File: src/rtl/conv_pkg.sv
// Constants shared between the window feeder and the 9-tap MAC it feeds.
package conv_pkg;

  // Square kernel edge length; the window is KERNEL_SIZE x KERNEL_SIZE taps.
  localparam int KERNEL_SIZE = 32'sd3;

  // Number of window taps presented to the MAC each window.
  localparam int NUM_TAPS = 32'sd9;

endpackage

File: src/rtl/line_buffer.sv
// One image row of storage: indexed combinational read, enabled write.
// Contents carry no reset; stale rows are never turned into windows.
module line_buffer #(
  parameter int DATA_WIDTH = 32'sd16,
  parameter int DEPTH      = 32'sd8,
  parameter int ADDR_W     = $clog2(DEPTH)
) (
  input  logic                         clk,
  input  logic                         wr_en,
  input  logic [ADDR_W-1:0]            addr,
  input  logic signed [DATA_WIDTH-1:0] wr_data,
  output logic signed [DATA_WIDTH-1:0] rd_data
);

  logic signed [DATA_WIDTH-1:0] mem_r [0:DEPTH-1];

  assign rd_data = mem_r[addr];

  // Store the incoming value at the addressed column on a write.
  always_ff @(posedge clk) begin
    if (wr_en) begin
      mem_r[addr] <= wr_data;
    end
  end

endmodule

File: src/rtl/window_feeder.sv
// Turns a raster pixel stream into 3x3 windows for a 9-tap MAC.
// Two line buffers hold the previous rows; a single output register
// stage carries the window, with ready/valid on both sides.
module window_feeder
  import conv_pkg::*;
#(
  parameter int DATA_WIDTH = 32'sd16,
  parameter int IMG_WIDTH  = 32'sd8,
  parameter int IMG_HEIGHT = 32'sd8
) (
  input  logic                         clk,
  input  logic                         arst_in,
  input  logic                         pix_valid,
  output logic                         pix_ready,
  input  logic signed [DATA_WIDTH-1:0] pix_data,
  output logic                         win_valid,
  input  logic                         win_ready,
  output logic signed [DATA_WIDTH-1:0] win0,
  output logic signed [DATA_WIDTH-1:0] win1,
  output logic signed [DATA_WIDTH-1:0] win2,
  output logic signed [DATA_WIDTH-1:0] win3,
  output logic signed [DATA_WIDTH-1:0] win4,
  output logic signed [DATA_WIDTH-1:0] win5,
  output logic signed [DATA_WIDTH-1:0] win6,
  output logic signed [DATA_WIDTH-1:0] win7,
  output logic signed [DATA_WIDTH-1:0] win8,
  output logic                         win_first,
  output logic                         win_last
);

  localparam int COL_W = $clog2(IMG_WIDTH);
  localparam int ROW_W = $clog2(IMG_HEIGHT);

  localparam logic [COL_W-1:0] COL_LAST  = COL_W'(IMG_WIDTH - 32'sd1);
  localparam logic [ROW_W-1:0] ROW_LAST  = ROW_W'(IMG_HEIGHT - 32'sd1);
  // First column/row at which a full kernel of real pixels exists.
  localparam logic [COL_W-1:0] COL_START = COL_W'(KERNEL_SIZE - 32'sd1);
  localparam logic [ROW_W-1:0] ROW_START = ROW_W'(KERNEL_SIZE - 32'sd1);

  logic [COL_W-1:0] col_r;
  logic [COL_W-1:0] col_nxt_s;
  logic [ROW_W-1:0] row_r;
  logic [ROW_W-1:0] row_nxt_s;

  logic transfer_s;
  logic emit_s;
  logic pix_ready_s;
  logic win_valid_r;
  logic win_valid_nxt_s;
  logic win_first_r;
  logic win_last_r;

  logic signed [DATA_WIDTH-1:0] lb0_rd_s;
  logic signed [DATA_WIDTH-1:0] lb1_rd_s;

  // Taps packed row-major, element 0 = top-left (oldest), element 8 = newest.
  logic [NUM_TAPS-1:0][DATA_WIDTH-1:0] win_r;

  // A held window blocks the input; accepting it frees the slot the same cycle.
  assign pix_ready_s = ~win_valid_r | win_ready;
  assign transfer_s  = pix_valid & pix_ready_s;
  assign emit_s      = (row_r >= ROW_START) && (col_r >= COL_START);

  // lb0 holds the previous row, lb1 the row before; lb1 takes lb0's old value.
  line_buffer #(
    .DATA_WIDTH (DATA_WIDTH),
    .DEPTH      (IMG_WIDTH),
    .ADDR_W     (COL_W)
  ) u_lb0 (
    .clk     (clk),
    .wr_en   (transfer_s),
    .addr    (col_r),
    .wr_data (pix_data),
    .rd_data (lb0_rd_s)
  );

  line_buffer #(
    .DATA_WIDTH (DATA_WIDTH),
    .DEPTH      (IMG_WIDTH),
    .ADDR_W     (COL_W)
  ) u_lb1 (
    .clk     (clk),
    .wr_en   (transfer_s),
    .addr    (col_r),
    .wr_data (lb0_rd_s),
    .rd_data (lb1_rd_s)
  );

  // Raster position and window-valid next state; everything moves on a transfer only.
  always_comb begin
    col_nxt_s       = col_r;
    row_nxt_s       = row_r;
    win_valid_nxt_s = win_valid_r;
    if (transfer_s) begin
      win_valid_nxt_s = emit_s;
      if (col_r == COL_LAST) begin
        col_nxt_s = {COL_W{1'b0}};
        if (row_r == ROW_LAST) begin
          row_nxt_s = {ROW_W{1'b0}};
        end else begin
          row_nxt_s = row_r + ROW_W'(32'd1);
        end
      end else begin
        col_nxt_s = col_r + COL_W'(32'd1);
        row_nxt_s = row_r;
      end
    end else if (win_ready) begin
      win_valid_nxt_s = 1'b0;
    end else begin
      win_valid_nxt_s = win_valid_r;
    end
  end

  // Counters, window register and frame markers; held while the window is stalled.
  always_ff @(posedge clk or posedge arst_in) begin
    if (arst_in) begin
      col_r       <= {COL_W{1'b0}};
      row_r       <= {ROW_W{1'b0}};
      win_valid_r <= 1'b0;
      win_first_r <= 1'b0;
      win_last_r  <= 1'b0;
      win_r       <= '0;
    end else begin
      col_r       <= col_nxt_s;
      row_r       <= row_nxt_s;
      win_valid_r <= win_valid_nxt_s;
      if (transfer_s) begin
        win_first_r <= (row_r == ROW_START) && (col_r == COL_START);
        win_last_r  <= (row_r == ROW_LAST) && (col_r == COL_LAST);
        win_r       <= {pix_data, win_r[8], win_r[7],
                        lb0_rd_s, win_r[5], win_r[4],
                        lb1_rd_s, win_r[2], win_r[1]};
      end
    end
  end

  assign pix_ready = pix_ready_s;
  assign win_valid = win_valid_r;
  assign win_first = win_first_r;
  assign win_last  = win_last_r;
  assign win0      = win_r[0];
  assign win1      = win_r[1];
  assign win2      = win_r[2];
  assign win3      = win_r[3];
  assign win4      = win_r[4];
  assign win5      = win_r[5];
  assign win6      = win_r[6];
  assign win7      = win_r[7];
  assign win8      = win_r[8];

endmodule

File: config.mk
export PLATFORM = sky130hd
export DESIGN_NAME = window_feeder
export DESIGN_NICKNAME = d
export VERILOG_FILES = /design/src/rtl/conv_pkg.sv /design/src/rtl/line_buffer.sv /design/src/rtl/window_feeder.sv
export SDC_FILE = /design/constraint.sdc
export NUM_CORES = 1
export LEC_CHECK = 0
export CORE_UTILIZATION = 59
export CTS_BUF_LIST = sky130_fd_sc_hd__clkbuf_4 sky130_fd_sc_hd__clkbuf_8
export CTS_CLUSTER_SIZE = 25
export DETAILED_ROUTE_END_ITERATION = 8
export PLACE_DENSITY = 0.83
export SKIP_CTS_REPAIR_TIMING = 1
export SYNTH_ARGS = -nofsm -noshare
export SYNTH_HDL_FRONTEND = slang
export SYNTH_HIERARCHICAL = 1
export SYNTH_SLANG_ARGS = --single-unit
File: constraint.sdc
create_clock -name clk -period 5.7 [get_ports clk]
set_clock_uncertainty 0.1 [all_clocks]
set_input_delay 0.57 -clock clk [delete_from_list [all_inputs] [get_ports clk]]
set_output_delay 0.57 -clock clk [all_outputs]
set_load 0.02 [all_outputs]
==> out/results.ini <==
[floorplan]
core_area_sq_um=26200
dieWidth_um=166
start_util_pct=60.5
die_h_um=166
rows=59
num_io_pins=168
die_area_sq_um=27500

[global_routing]
grt_usage_pct=23.0
grt_max_degree=110
first_global_vias=8503
grt_overflow=0
grt_pass1_wl_um=48300
antenna_found_initial=0

[pwr]
ir_worst_vdd_uv=294
p_leak_nw=7.07
powerDensity_nw_per_um2=584
fin_total_pwr_mw=11.2

[sta]
finalCriticalPeriod_ns=3.25
fmaxAchievable_mhz=307
worstMarginPinSlew_ns=1.08
finalSetupViolations=0
relSlewSlack_pct=27.4
rsz0062_at_grt=false
timing.hold.ws_ns=0.402
drv_slew=0
hold_viol=0
tns_ns=0
fin_crit_sh_pct=57.1

[worst_setup_path]
arrival_ns=3.64
reg2reg_from=col_r[0]
crit_fanout=48
required_ns=6.08
critPathCaptureType=flop
crit_start=col_r[0]
criticalPathCategory=flop to flop
start_kind=flop

[outcome]
violations=design-rule violations
run_status=complete, but fails checks

[clock_tree]
cts_max_level=2
cts-root-buf=clkbuf_8
clk_latency_ns=0.60
cts.path.max_buffers=3
numCtsBuffers=61
cts_tree=built
clk_transition_reported_paths_ns=0.06
cts.sinks=409

[synth]
yosysWarnings=6
netlist_instances=792
synth_nets=818
yosysUniqueCellTypes=31
synth-edff-count=256
syn_area_sq_um=15800
synth_top_flop_cell=edfxtp_1
async_flop_share_pct=37.4
syn_area_per_cell_sq_um=20.0
yosysSeqAreaShare_pct=72.7
synth_seq_cells=409

[detailed_routing]
dr.pass1.iters=9
route.detailed.wl_per_inst_um=21.9
dr.first_iter.drc_count=563
route.vias.total=8096
viasPerCell=5.81
wl_um=30600
antenna_left=0
drc=13

[cells_and_area]
drive_above_1_share_pct=33.1
layout_commonest_cell=edfxtp_1
multi_input_area_sq_um=4060
mostFrequentLayoutCells=edfxtp_1 (256), mux2_2 (173), clkdlybuf4s50_1 (167)
fin_cells=1394
area_delta_synth_final_pct=20.8
largestRegisters=u_lb0/mem_r x128, u_lb1/mem_r x128
fin_nets=1033
antennaDiodeCount=0
fill_cells=1471
ff_latch_area_sq_um=11500

[placed_design]
dpl.hpwl_um=19400
dp_cells=1279
port_buffers=167
globalplace.congestion=0.760

[worst_hold_path]
min_from=win0[12]
hp-class=flop to flop

[job]
maxCapViolCount=0

## routing by layer
metal	vias to the layer above	global-route usage [%]	share of wire [%]
met2	346	39.0	51
met4	0	7.76	2.6
met1	4123	30.2	40
met3	63	4.36	6.4
met5	-	0	0
li1	3564	-	-
## cells in the mapped netlist (all sizes together) (6+ instances only)
library cell,number,area [sq um]
edfxtp,256,7690
buf,34,240
inv,10,37.5
dfrtp,153,3830
mux2,193,2250
a22oi,6,45.0
a32oi,6,52.6
nand3,6,30.0
o21ai,11,55.1
o211ai,6,45.0
nor2b,7,51.3
ha,6,75.1
nor2,16,60.1
nand2,12,52.6
mux4,48,1190
## final cells by class
cell class,count,area share [%]
Clock buffer,95,6.02
Tap cell,335,2.19
Clock inverter,20,0.517
Timing Repair Buffer,190,9.64
Sequential cell,409,60.2
Inverter,10,0.222
Multi-Input combinational cell,335,21.2
## cells by family after synthesis
family	synth area share, %
flip-flops	72.7
multiplexers	21.7
AND/OR/NAND/NOR	1.62
buffers and inverters	1.85
AO/OA/AOI/OAI	1.66
adder cells (fa/ha/maj)	0.474
## power by group
group	leakage, nW	internal, mW	switching, mW	total (mW)
combinational	2.28	2.01	2.05	4.06
sequential	4.13	4.23	0.531	4.76
clock	0.668	1.28	1.06	2.34
total	7.07	7.53	3.64	11.2
## path summary, 6_finish.rpt
kind,endpoint,slack (ns),cells after the start
min,win0[12],0.40,1
max in group asynchronous,win2[7],3.87,3
max,win5[5],2.45,5
max reg2reg,win5[5],2.45,5
min in group asynchronous,win6[14],0.48,2
min reg2reg,win0[12],0.40,1
## worst max-delay path, stage by stage, from the launching register on
cell and delay (ns):
dfrtp_4 0.90, buf_4 0.61, mux2_2 0.40, a32oi_1 0.19
o211ai_1 0.46, mux2_4 0.44
## metrics by stage
step                cell area (sq um)  util [%]  worst slack, ns
global route                    19100      73.0             2.27
CTS                             19100      73.0             2.45
finish                          19100      73.0             2.45
detailed placement              17900      68.2             2.14
floorplan                       15800         -            0.909
global placement                17900      68.2             2.26
Power figures use the tool's default switching activity.
